File: src/rtl/demux_1to16_buf.sv
// Buffered 1-to-16 demultiplexer: steers one N-bit word into one of 16 single-entry
// valid/ready output slots. Define DEMUX_BROADCAST_EN to add the bcast port (load all slots).
module demux_1to16_buf #(
  parameter int N = 32
) (
  input  logic            clk,
  input  logic            rst_n,
  input  logic [N-1:0]    X,
  input  logic [3:0]      C,
  input  logic            in_valid,
  output logic            in_ready,
  output logic [16*N-1:0] R,
  output logic [15:0]     R_valid,
  input  logic [15:0]     R_ready,
`ifdef DEMUX_BROADCAST_EN
  input  logic            bcast,
`endif
  output logic [4:0]      count
);

  logic [N-1:0] slot_q [16];
  logic [15:0]  valid_q;
  logic [4:0]   count_q;

  logic [15:0]  slot_free;
  logic [15:0]  sel_mask;
  logic [15:0]  load_mask;
  logic [15:0]  consume_mask;
  logic [15:0]  valid_next;
  logic [4:0]   count_next;
  logic         bcast_req;
  logic         accept;

`ifdef DEMUX_BROADCAST_EN
  assign bcast_req = in_valid & bcast;
`else
  assign bcast_req = 1'b0;
`endif

  // A slot can take a new word if it is empty or is being drained on this same edge.
  assign slot_free    = ~valid_q | R_ready;
  assign sel_mask     = 16'b1 << C;
  assign consume_mask = valid_q & R_ready;

  assign in_ready = rst_n & (bcast_req ? (&slot_free) : slot_free[C]);
  assign accept   = in_valid & in_ready;

  always_comb begin
    // NOTE: every always_comb output gets a default first so no path leaves it
    // unassigned, which would otherwise infer a latch.
    load_mask  = '0;
    count_next = '0;
    if (accept) begin
      load_mask = bcast_req ? 16'hFFFF : sel_mask;
    end
    // Consume clears first, then a load re-sets: same-slot drain-and-refill stays full.
    valid_next = (valid_q & ~consume_mask) | load_mask;
    for (int k = 0; k < 16; k++) begin
      count_next = count_next + 5'(valid_next[k]);
    end
  end

  // NOTE: sequential state uses non-blocking assignments so every register samples
  // the pre-edge values regardless of statement order.
  always_ff @(posedge clk) begin
    if (!rst_n) begin
      valid_q <= '0;
      count_q <= '0;
    end else begin
      valid_q <= valid_next;
      count_q <= count_next;
    end
  end

  // NOTE: the slot storage is cleared on reset on purpose, because R must read
  // zero after reset; plain buffer storage would normally be left unreset.
  always_ff @(posedge clk) begin
    if (!rst_n) begin
      for (int k = 0; k < 16; k++) begin
        slot_q[k] <= '0;
      end
    end else begin
      for (int k = 0; k < 16; k++) begin
        if (load_mask[k]) begin
          slot_q[k] <= X;
        end
      end
    end
  end

  for (genvar g = 0; g < 16; g++) begin : g_pack
    assign R[g*N +: N] = slot_q[g];
  end

  assign R_valid = valid_q;
  assign count   = count_q;

endmodule

File: config.mk
export PLATFORM = sky130hd
export DESIGN_NAME = demux_1to16_buf
export DESIGN_NICKNAME = d
export VERILOG_FILES = /design/src/rtl/demux_1to16_buf.sv
export SDC_FILE = /design/constraint.sdc
export NUM_CORES = 1
export LEC_CHECK = 0
export CAP_MARGIN = 10
export CORE_AREA = 4 4 225 227
export DETAILED_ROUTE_END_ITERATION = 10
export DIE_AREA = 0 0 229 231
export PLACE_DENSITY = 0.72
export RECOVER_POWER = 25
export SLEW_MARGIN = 10
export SYNTH_ARGS = -nofsm -noshare
export SYNTH_HDL_FRONTEND = slang
export SYNTH_SLANG_ARGS = --single-unit
File: constraint.sdc
create_clock -name clk -period 6.3 [get_ports clk]
set_input_delay 1.26 -clock clk [delete_from_list [all_inputs] [get_ports clk]]
set_output_delay 1.26 -clock clk [all_outputs]
set_load 0.02 [all_outputs]
# Word-level counts from Yosys, hierarchy flattened
# Memories as Yosys holds them, arrays and structs flattened.
# Index checks and enable logic that the tools add are counted.
# W data, S select, Z words.
# totals
memories	1
inputBits	55
register_bits	21
out_inout_bits	534
word_cells	112
ramBits	512
# memory_table
name	depth	width	rd	rd_clocked_by_memory_dff	wr	line	source
slot_q	16	32	16	0	16	21	logic [N-1:0] slot_q [16];
# op_classes
shift	1
n_bitwise	24
n_addsub	15
n_lt_le_gt_ge	1
n_mux	68
# ops
operator	count
$mux W32	16
$add A5 B1 Y5	11
$mux W1	50
$and A16 B16 Y16	2
$not A16 Y16	2
$or A16 B16 Y16	2
$mux W16	1
$or A1 B1 Y1	16
$shl A1 B4 Y16 const A	1
$add A4 B1 Y5	1
$lt A4 B5 Y1 const B	1
$add A3 B1 Y4	1
$bmux W1 S4	1
$add A2 B1 Y3	1
$add A1 B1 Y2	1
$and A1 B1 Y1	2

# Logic depth before layout (Yosys ltp)
# logic_depth
depth_word	23
depth_mapped	19
mapped_depth_nobuf	16

# Worst setup path before layout
# Ideal clock, no wire load.
# synth_path
kind	input port to flip-flop
from	in C[0]
to	reg count_q[3] (netlist: count[3])
arrival_ns	5.490
required_time_ns	6.172
setup_time_ns	0.128
stages	17
path_buffers	2
setup_slack_ns	0.682
path_cell_list	buf_2 or3b_1 a21oi_2 o22a_1 clkbuf_1 o22ai_1 fa_1 fa_1 fa_1 inv_1 fa_1 inv_1 ha_1 a21o_1 a21oi_1 xor2_1 nor2_1
# synth_between
elab_chain_len	21
word_cells_on_any_way	22
# synth_rtl
element	line	source
start: declaration	9	input logic [3:0] C,
$bmux W1 S4	45	assign in_ready = rst_n & (bcast_req ? (&slot_free) : slot_free[C]);
$mux W1 (implied by the code)	45	
$and A1 B1 Y1	45	
$and A1 B1 Y1	46	assign accept = in_valid & in_ready;
$mux W16 *	53	if (accept) begin
$or A16 B16 Y16 *	57	valid_next = (valid_q & ~consume_mask) | load_mask;
named net valid_next[0]	29	logic [15:0] valid_next;
$add A1 B1 Y2 *	59	count_next = count_next + 5'(valid_next[k]);
$add A2 B1 Y3 *	59	
$add A3 B1 Y4 *	59	
$add A4 B1 Y5 *	59	
$add A5 B1 Y5 * (11 in a row)	59	
end signal: assignment	71	count_q <= count_next;
end: declaration	23	logic [4:0] count_q;
# The timed path passes the listed nets; every way through them passes the cells marked *. The select of a mux whose other input is x is not followed.
# A chain may end at the register's enable or synchronous reset.

# Worst setup path after layout
# layout_path
from	in C[0]
to	reg count_q[2] (netlist: count[2])
# The elaborated chain is that of the path after synthesis.

==> flow_metrics.tcl <==
set metrics [dict create \
    hp-class "reg2reg" \
    skew_ps 17.1 \
    synth_fp_nets 1269 \
    cts_resized 0 \
    grt_use_total 0.263 \
    p_per_area_nw_per_um2 284 \
    first_pass_iters 6 \
    grt_overflow 0 \
    setup_tns_ps 0 \
    crit_fanout 8 \
    row_count 81 \
    leakage_nw 9.93 \
    period_needed_ps 5590 \
    root_buffer "clkbuf_16" \
    synth_warnings 0 \
    place_area_sq_um 27300 \
    initial_utilization 0.424 \
    status "complete, no violations" \
    ys_async_sr_fraction 0 \
    ioPinCount 589 \
    drt-wirelength-per-cell_um 29.2 \
    place_hpwl_um 50500 \
    cp.arrival_ps 6050 \
    top_layer_used "met4" \
    worst_pin_slew_ps 1230 \
    hold_viol 0 \
    cts_buffers 54 \
    port_buffers 588 \
    drcViolationCount 0 \
    synth_top_area_frac 0.745 \
    synth_top_area_cell "edfxtp_1" \
    dr_total_vias 13400 \
    die_w_um 229 \
    gp_congestion 0.889 \
    fin_crit_sh 0.887 \
    synth_most_common_cell "edfxtp_1" \
    crit_path_end_kind "flip-flop" \
    syn_area_sq_um 20600 \
    startpoint_type "primary input" \
    synth-main-ff-cell "edfxtp_1" \
    ys_ff_latch 533 \
    rsz0062_at_grt "false" \
    die_area_sq_um 52900 \
    wl_met2_um 37100 \
    ys_seq_area_frac 0.766 \
    clock_sinks 533 \
    worstSetupPathType "in2reg" \
    cts_hold_buf 0 \
    wl_met1_um 27400 \
    antenna_found_initial 4 \
    synth.area.top_cells "edfxtp_1 (75%), nor3_2 (9.7%), dfxtp_1 (2.0%)" \
    met3_wirelength_um 5600 \
    area_growth_pct 40.5 \
    final_util 0.596 \
    final_cell_area_sq_um 29000 \
    coreArea_sq_um 48600 \
    synth_cell_types 43 \
    cts_setup_buffers 0 \
    avgSynthCellArea_sq_um 17.2 \
    drv_cap 0 \
    slew_headroom 0.177 \
    ir_drop_mv 0.163 \
    worst_skew_pair.late_latency_ps 600 \
    setup_viol 0 \
    clk_path_buf_depth 3 \
    vias_per_cell 5.42 \
    die_h_um 231 \
    nNetsFinal 1870 \
    grt_pass1_vias 13500 \
    grt_pass1_wl_um 102000 \
    cp.required_ps 6760 \
    htree_levels 2 \
    drv_slew 0 \
    synthCells 1199 \
    max_freq_mhz 179 \
    ant_nets 0 \
    synth_commonest_cells "edfxtp_1 (512), nor3_2 (200), nand2_1 (89)" \
    wl_um 72000 \
    clkTransAtPathRegs_ps 60 \
    drt-initial-drc-count 1233 \
    synth-edff-count 512 \
    grt_max_degree 80 \
    cts_tree "yes" \
    drive_gt1_frac 0.189 \
]
[metal layers]
layer  track usage  vias up
met5             0        -
met4        0.0736        0
met3        0.0677      105
met2         0.454      664
met1         0.330     6854
li1              -     5741
[logic make-up (layout without fill, tap and decap cells)]
group                    Yosys count  count (layout)  share of synthesized area
AO/OA/AOI/OAI                     53              53                     0.0176
XOR/XNOR                           1               1                   0.000425
adder cells (fa/ha/maj)           15              15                     0.0127
buffers and inverters            102             740                     0.0287
flip-flops                       533             533                      0.766
multiplexers                       3               3                    0.00267
other                              0               5                          0
AND/OR/NAND/NOR                  492             492                      0.172
[critical path, stage by stage]
cell and delay [ps]:
clkdlybuf4s50_1 520, or4bb_1 580, o311ai_2 110, o22a_1 380, o22ai_1 190, fa_1 540
fa_1 520, inv_1 50, fa_1 540, fa_1 410, inv_1 70, ha_1 160
inv_1 60, fa_1 390, nor2b_1 170, nor3_1 70
[placed cells by master, fill, tap and decap left out, drive strengths merged, types with 2 or more instances in the layout]
cell type	netlist	final
edfxtp	512	512
clkdlybuf4s50	0	395
nor3	264	264
dlygate4sd3	0	192
nand2	89	89
clkbuf	54	68
buf	35	45
and2	37	37
and3	32	32
nor3b	30	30
clkinv	0	23
dfxtp	21	21
o21ai	16	16
inv	13	13
nor2b	11	11
fa	10	10
nand2b	10	10
nand3	9	9
o22ai	8	8
a21oi	7	7
o32ai	6	6
nor2	6	6
diode	0	5
ha	5	5
a21boi	3	3
bufinv	0	3
nand3b	2	2
mux4	2	2
o31a	2	2
a31oi	2	2
[final timing paths]
path,start,endpoint,slack (ps),cells past startpoint
worst max-delay path,C[0],count[2],710,16
worst min-delay path,R_valid[2],R_valid[2],550,2
worst max register to register,R_valid[2],count[2],1570,15
worst min register to register,R_valid[2],R_valid[2],550,2
[final cells by class]
type / count / area, sq um
diodes: 5 / 12.5
multi-input cells: 564 / 4450
fillers: 3724 / 19700
well taps: 622 / 778
repair buffers: 634 / 6250
clock inverters: 27 / 253
clock buffers: 66 / 1400
inverters: 13 / 48.8
flip-flops and latches: 533 / 15800
[power breakdown]
group / switching (mW) / leakage [nW] / internal (mW)
Clock: 1.36 / 0.805 / 1.70
Sequential: 0.0534 / 5.46 / 4.08
Combinational: 0.695 / 3.66 / 0.348
Total: 2.10 / 9.93 / 6.12
[stage by stage]
step                hold slack (ps)  worst slack, ps  cells  total power [mW]
floorplan                       576              682   1199              4.71
global placement                515              120   2366              5.28
detailed placement              519              104   2366              5.29
CTS                             539              742   2459              8.31
global route                    558              482   2460              8.47
finish                          547              710   2464              8.23
[registers in the layout (all words and copies together) (netlist names)]
name and flops:
count 5, R_valid 16, slot_q 512
(Power assumes the default switching activity.)
